[src/rtl/ps2_pkg.sv]
`default_nettype none
// ============================================================================
//  Module      : ps2_pkg
//  Description : Shared constants and types for the PS/2 scan-code decoder.
//                Holds the two prefix byte values (extended, break) and the
//                prefix-tracking state enumeration.
//  Revision    : 1.0  initial release
// ============================================================================
package ps2_pkg;

   localparam logic [7:0] PS2_PREFIX_EXT = 8'hE0;
   localparam logic [7:0] PS2_PREFIX_BRK = 8'hF0;

   typedef enum logic [1:0] {
      IDLE     = 2'd0,
      GOT_E0   = 2'd1,
      GOT_F0   = 2'd2,
      GOT_E0F0 = 2'd3
   } ps2_state_t;

endpackage
`default_nettype wire

[src/rtl/ps2_frame_rx.sv]
`default_nettype none
// ============================================================================
//  Module      : ps2_frame_rx
//  Description : PS/2 frame receiver. Synchronizes the raw keyboard clock and
//                data lines, detects ps2_clk falling edges, assembles the
//                11-bit frame (start, 8 data LSB first, odd parity, stop) and
//                checks parity/stop. A watchdog drops a partial frame when the
//                keyboard clock stalls.
//  Ports       : clk, reset       - system clock, synchronous active-high reset
//                i_ps2_clk        - raw keyboard clock (asynchronous)
//                i_ps2_data       - raw keyboard data  (asynchronous)
//                o_byte           - received data byte (valid with strobes)
//                o_byte_ok        - strobe: good frame completes this cycle
//                o_byte_err       - strobe: bad parity or stop bit this cycle
//  Revision    : 1.0  initial release
// ============================================================================
module ps2_frame_rx #(
   parameter int TIMEOUT_CYCLES = 10000
) (
   input  logic       clk,
   input  logic       reset,
   input  logic       i_ps2_clk,
   input  logic       i_ps2_data,
   output logic [7:0] o_byte,
   output logic       o_byte_ok,
   output logic       o_byte_err
);

   localparam int                WDOG_W       = (TIMEOUT_CYCLES < 2) ? 1 : $clog2(TIMEOUT_CYCLES + 1);
   localparam logic [WDOG_W-1:0] C_WDOG_LIMIT = WDOG_W'(TIMEOUT_CYCLES);
   localparam logic [WDOG_W-1:0] C_WDOG_ONE   = WDOG_W'(1);

   logic [1:0]        r_clk_sync;
   logic [1:0]        r_data_sync;
   logic              r_clk_prev;
   logic [3:0]        r_bit_cnt;
   logic [8:0]        r_shift;      // {parity, data[7:0]} once all 9 bits are in
   logic [WDOG_W-1:0] r_wdog;

   logic w_fall;
   logic w_data;
   logic w_last;
   logic w_frame_good;

   assign w_fall = r_clk_prev & ~r_clk_sync[1];
   assign w_data = r_data_sync[1];

   // Bit counter value 10 means start + 8 data + parity have been taken,
   // so the current edge carries the stop bit.
   assign w_last       = w_fall && (r_bit_cnt == 4'd10);
   assign w_frame_good = (^r_shift) & w_data;

   assign o_byte     = r_shift[7:0];
   assign o_byte_ok  = w_last &  w_frame_good;
   assign o_byte_err = w_last & ~w_frame_good;

   // Two-flop synchronizers; reset to 1 so an idle bus shows no edge.
   always_ff @(posedge clk) begin
      if (reset) begin
         r_clk_sync  <= 2'b11;
         r_data_sync <= 2'b11;
         r_clk_prev  <= 1'b1;
      end else begin
         r_clk_sync  <= {r_clk_sync[0], i_ps2_clk};
         r_data_sync <= {r_data_sync[0], i_ps2_data};
         r_clk_prev  <= r_clk_sync[1];
      end
   end

   always_ff @(posedge clk) begin
      if (reset) begin
         r_bit_cnt <= 4'd0;
         r_shift   <= 9'd0;
         r_wdog    <= '0;
      end else if (w_fall) begin
         r_wdog <= '0;
         if (r_bit_cnt == 4'd0) begin
            // A start bit that reads 1 is noise; stay waiting for a real start.
            if (!w_data) begin
               r_bit_cnt <= 4'd1;
            end
         end else if (r_bit_cnt == 4'd10) begin
            r_bit_cnt <= 4'd0;
         end else begin
            // LSB arrives first, so shift in at the top.
            r_shift   <= {w_data, r_shift[8:1]};
            r_bit_cnt <= r_bit_cnt + 4'd1;
         end
      end else if (r_bit_cnt == 4'd0) begin
         r_wdog <= '0;
      end else if (r_wdog == C_WDOG_LIMIT) begin
         // Stalled mid-frame: silently drop the partial frame.
         r_bit_cnt <= 4'd0;
         r_wdog    <= '0;
      end else begin
         r_wdog <= r_wdog + C_WDOG_ONE;
      end
   end

endmodule
`default_nettype wire

[src/rtl/ps2_scan_decoder.sv]
`default_nettype none
// ============================================================================
//  Module      : ps2_scan_decoder
//  Description : PS/2 keyboard scan-code decoder. Receives frames through
//                ps2_frame_rx and tracks E0 (extended) / F0 (break) prefixes,
//                emitting one event per non-prefix byte.
//  Ports       : clk, reset  - system clock, synchronous active-high reset
//                ps2_clk     - raw keyboard clock
//                ps2_data    - raw keyboard data
//                valid       - one-cycle pulse: new event on outputs
//                makeBreak   - 1 = make (press), 0 = break (release)
//                outCode     - scan code with prefixes stripped
//                extended    - 1 = event carried the E0 prefix
//                frame_err   - one-cycle pulse on parity/stop error
//  Revision    : 1.0  initial release
// ============================================================================
module ps2_scan_decoder
   import ps2_pkg::*;
#(
   parameter int TIMEOUT_CYCLES = 10000
) (
   input  logic       clk,
   input  logic       reset,
   input  logic       ps2_clk,
   input  logic       ps2_data,
   output logic       valid,
   output logic       makeBreak,
   output logic [7:0] outCode,
   output logic       extended,
   output logic       frame_err
);

   logic [7:0] w_rx_byte;
   logic       w_rx_ok;
   logic       w_rx_err;

   ps2_frame_rx #(
      .TIMEOUT_CYCLES (TIMEOUT_CYCLES)
   ) u_frame_rx (
      .clk        (clk),
      .reset      (reset),
      .i_ps2_clk  (ps2_clk),
      .i_ps2_data (ps2_data),
      .o_byte     (w_rx_byte),
      .o_byte_ok  (w_rx_ok),
      .o_byte_err (w_rx_err)
   );

   ps2_state_t r_state, w_state_nxt;
   logic       r_valid, w_valid_nxt;
   logic       r_make, w_make_nxt;
   logic [7:0] r_code, w_code_nxt;
   logic       r_ext, w_ext_nxt;
   logic       r_err, w_err_nxt;

   always_ff @(posedge clk) begin
      if (reset) begin
         r_state <= IDLE;
         r_valid <= 1'b0;
         r_make  <= 1'b0;
         r_code  <= 8'h00;
         r_ext   <= 1'b0;
         r_err   <= 1'b0;
      end else begin
         r_state <= w_state_nxt;
         r_valid <= w_valid_nxt;
         r_make  <= w_make_nxt;
         r_code  <= w_code_nxt;
         r_ext   <= w_ext_nxt;
         r_err   <= w_err_nxt;
      end
   end

   always_comb begin
      w_state_nxt = r_state;
      w_valid_nxt = 1'b0;
      w_err_nxt   = 1'b0;
      w_make_nxt  = r_make;
      w_code_nxt  = r_code;
      w_ext_nxt   = r_ext;

      if (w_rx_err) begin
         // A corrupted byte may have been a prefix, so forget any pending one.
         w_err_nxt   = 1'b1;
         w_state_nxt = IDLE;
      end else if (w_rx_ok) begin
         if (w_rx_byte == PS2_PREFIX_EXT) begin
            w_state_nxt = GOT_E0;
         end else if (w_rx_byte == PS2_PREFIX_BRK) begin
            unique case (r_state)
               IDLE:     w_state_nxt = GOT_F0;
               GOT_F0:   w_state_nxt = GOT_F0;
               GOT_E0:   w_state_nxt = GOT_E0F0;
               GOT_E0F0: w_state_nxt = GOT_E0F0;
               default:  w_state_nxt = IDLE;
            endcase
         end else begin
            w_valid_nxt = 1'b1;
            w_code_nxt  = w_rx_byte;
            w_make_nxt  = !((r_state == GOT_F0) || (r_state == GOT_E0F0));
            w_ext_nxt   = (r_state == GOT_E0) || (r_state == GOT_E0F0);
            w_state_nxt = IDLE;
         end
      end
   end

   assign valid     = r_valid;
   assign makeBreak = r_make;
   assign outCode   = r_code;
   assign extended  = r_ext;
   assign frame_err = r_err;

endmodule
`default_nettype wire

[config.mk]
export PLATFORM = sky130hd
export DESIGN_NAME = ps2_scan_decoder
export DESIGN_NICKNAME = d
export VERILOG_FILES = /design/src/rtl/ps2_pkg.sv /design/src/rtl/ps2_frame_rx.sv /design/src/rtl/ps2_scan_decoder.sv
export SDC_FILE = /design/constraint.sdc
export NUM_CORES = 1
export LEC_CHECK = 0
export CAP_MARGIN = 10
export CORE_MARGIN = 4
export CORE_UTILIZATION = 52
export DETAILED_ROUTE_END_ITERATION = 6
export GPL_ROUTABILITY_DRIVEN = 0
export PLACE_DENSITY = 0.82
export SYNTH_ARGS = -nofsm -noshare
export SYNTH_HDL_FRONTEND = slang
export SYNTH_SLANG_ARGS = --single-unit
export TNS_END_PERCENT = 20
[constraint.sdc]
create_clock -name clk -period 1.85 [get_ports clk]
set_input_delay 0.37 -clock clk [delete_from_list [all_inputs] [get_ports clk]]
set_output_delay 0.37 -clock clk [all_outputs]
set_load 0.03 [all_outputs]
==> key figures <==
Routing
  • Post-Route WL: 3.73 mm
  • Residual DRC: 0
  • Avg WL per Cell: between 10 and 15 um
  • Iteration-0 DRC Markers: 50
  • Vias per Instance: 5.36
  • Final ANT Viol Nets: 0
  • Vias after detailed routing: 1587
  • Pre-Repair DR Iteration Count: 5

Synthesis
  • Unique masters post-synth: 46
  • Syn Area/Cell: between 9 and 10 um2
  • EDFF count, synth: 0
  • Synth async-reset ratio: 0
  • Seq/Total Area, Yosys: 0.431
  • Area of the mapped netlist: 2140 um2
  • Cells after Synth: 223
  • Post-synth top flop: dfxtp_1
  • Yosys top cell by area: dfxtp_1
  • Top cell type's share of synthesized area: 0.431
  • Syn Nets: 237
  • Synth Register Bits: 46
  • Synth warn: 0
  • Synth area leaders: dfxtp_1 (43%), mux2i_1 (8.9%), ha_1 (5.9%)

STA
  • Tcrit/Tclk final: 0.946
  • Achievable Freq: between 500 and 600 MHz
  • Pins Over Slew Limit: 0
  • Relative max-transition margin: 0.767
  • Final Critical Period: 1.75 ns
  • Hold Vio Cnt, Final: 0
  • Clock skew: 0.00432 ns
  • Worst Tran Pin Value: 0.344 ns
  • Post-route worst setup slack: 0.101 ns
  • Final setup viols: 0

Clock network
  • CTS tree: done
  • H-tree Lvls: 2
  • TritonCTS Sinks: 46
  • Clock-pin slew on the worst setup and hold paths: 0.08 ns
  • Clock Tree Root: clkbuf_8
  • Num CTS Buffers: 5
  • Setup Fix Bufs, Post-CTS: 0
  • CTS Hold Bufs: 0
  • Clock tree buffer depth: 2
  • Clk Latency, worst-skew pair: ~0.30 ns

Power and ir drop
  • Switching portion of total power: 0.208
  • Sequential share of power: 0.620
  • Power Internal: 1.28 mW
  • Comb pwr share: 0.025
  • Overall power: 1.61 mW
  • Switch Pwr: 0.334 mW
  • Worst VDD drop: 0.000588 V
  • Clk pwr share: 0.355
  • Pwr Density: 640 nW/um2
  • Leakage: 0.931 nW

Layout
  • # diodes: 0
  • Area grow syn2layout: 17.8%
  • Finished Layout Cells: 296
  • Most common cell after layout, fill and taps aside: dfxtp_1
  • Commonest non-fill, non-tap cells in the layout: dfxtp_1 (45), nor2_1 (23), nand2b_1 (19)
  • Share of cells above drive strength 1: 0.138
  • Nets: 260
  • Fin area: ~2500 um2
  • Layout Utilization: 0.629

Global routing
  • GRT Util Overall: 0.163
  • Number of global-route vias before repair: 1609
  • Antenna violations before repair: 0
  • Largest net degree at the start of global routing: 26
  • First-pass GRT wire length: roughly 6.7 mm
  • Remaining Overflow, GRT: 0

Place
  • Post-place setup slack: -0.0126 ns
  • DP HPWL: 2.69 mm
  • Dpl cells: 289
  • Post-Place Cell Area: 2400 um2
  • IO buf count: 15

Worst setup path
  • Worst-path maximum fanout: 4
  • Worst endpoint required time: 2.05 ns
  • Kind of critical path: flip-flop to flip-flop
  • Crit path arrival time: 1.95 ns
  • CP Capture Type: flip-flop
  • Crit path launch type: flip-flop

Floorplan
  • I/O pins: 16
  • Die width: 72.1 um
  • Core area: 4000 um2
  • Die height: 72.1 um
  • DIE AREA: ~5200 um2
  • Number of placement rows: 23
  • Effective utilization at floorplan: 0.534

Run
  • Max-cap violations: 0

Outcome
  • Status: completed

Hold path
  • Hold WC Path Type: flip-flop to flip-flop
==> stage by stage <==
| step | setup TNS, ns | hold WS [ns] |
|---|---|---|
| 2_1_floorplan | 0 | 0.389 |
| 3_3_place_gp | 0 | 0.392 |
| 3_5_place_dp | -0.0126 | 0.393 |
| 4_1_cts | 0 | 0.411 |
| 5_1_grt | -0.00180 | 0.425 |
| 6_report | 0 | 0.411 |
==> final timing paths <==
check | from | end | slack (ns) | depth (start not counted)
worst min register to register | u_frame_rx.r_clk_sync[0] | u_frame_rx.r_clk_sync[1] | 0.41 | 1
worst max-delay path | u_frame_rx.r_shift[3] | r_state[0] | 0.10 | 7
worst min-delay path | u_frame_rx.r_clk_sync[0] | u_frame_rx.r_clk_sync[1] | 0.41 | 1
worst max register to register | u_frame_rx.r_shift[3] | r_state[0] | 0.10 | 7
==> synthesized netlist by cell type, drive strengths merged, types with 2 or more instances <==
| library cell | n |
|---|---|
| or3 | 2 |
| nor3 | 2 |
| or2 | 5 |
| xor2 | 6 |
| mux2i | 19 |
| nand4 | 4 |
| nand3 | 5 |
| o211ai | 4 |
| xnor2 | 6 |
| dfxtp | 46 |
| nor2 | 23 |
| clkbuf | 7 |
| a41oi | 2 |
| nand2 | 9 |
| and3b | 2 |
| and3 | 4 |
| nor2b | 4 |
| a21oi | 8 |
| inv | 10 |
| nand2b | 19 |
| o21ai | 3 |
| ha | 10 |
| nor4b | 2 |
| buf | 3 |
| nor4 | 2 |
==> sequential cells by signal, summed over array words and instances, names as in the netlist, 2 cells and up <==
name and flops:
outCode 8, u_frame_rx.r_clk_sync 2, u_frame_rx.r_shift 9, u_frame_rx.r_bit_cnt 4
r_state 2, u_frame_rx.r_data_sync 2, u_frame_rx.r_wdog 14
==> worst max-delay path: stages (launching register included) <==
cell     delay [ns]
dfxtp_1        0.39
inv_1          0.07
ha_1           0.31
xnor2_2        0.23
xnor2_2        0.15
buf_4          0.15
a41oi_1        0.11
nor4_1         0.25
==> layer usage <==
metal | part of all wire | global-route usage
met4 | 0.017 | 0.0710
met2 | 0.48 | 0.275
met5 | 0 | 0
met3 | 0.038 | 0.0457
met1 | 0.47 | 0.191
==> power by group through the flow <==
stage / sequential, mW / combinational, mW / clock [mW]
after floorplan: 1.02 / 0.0269 / 0
after global placement: 1.02 / 0.0399 / 0
after detailed placement: 1.02 / 0.0401 / 0
after CTS: 0.998 / 0.0406 / 0.588
after global routing: 0.999 / 0.0447 / 0.633
final: 0.998 / 0.0405 / 0.572
==> layout make-up <==
| class | instances | area, um2 |
|---|---|---|
| inverters | 10 | 37.5 |
| clock buffers | 7 | 76.3 |
| multi-input cells | 157 | 1170 |
| flip-flops and latches | 46 | 922 |
| fillers | 331 | 1480 |
| repair buffers | 26 | 245 |
| well taps | 50 | 62.6 |
==> cells by family after synthesis <==
group | share of synthesized area
mux | 0.0890
fa+ha+maj | 0.0585
xor+xnor | 0.0632
compound gates | 0.0785
flops | 0.431
simple gates | 0.240
buf+inv | 0.0398
==> what timing repair did <==
item	4_1_cts	5_1_grt
setup endpoints to repair	1	28
pin swaps	1	3
resized for setup	3	6
(Power assumes the default switching activity.)
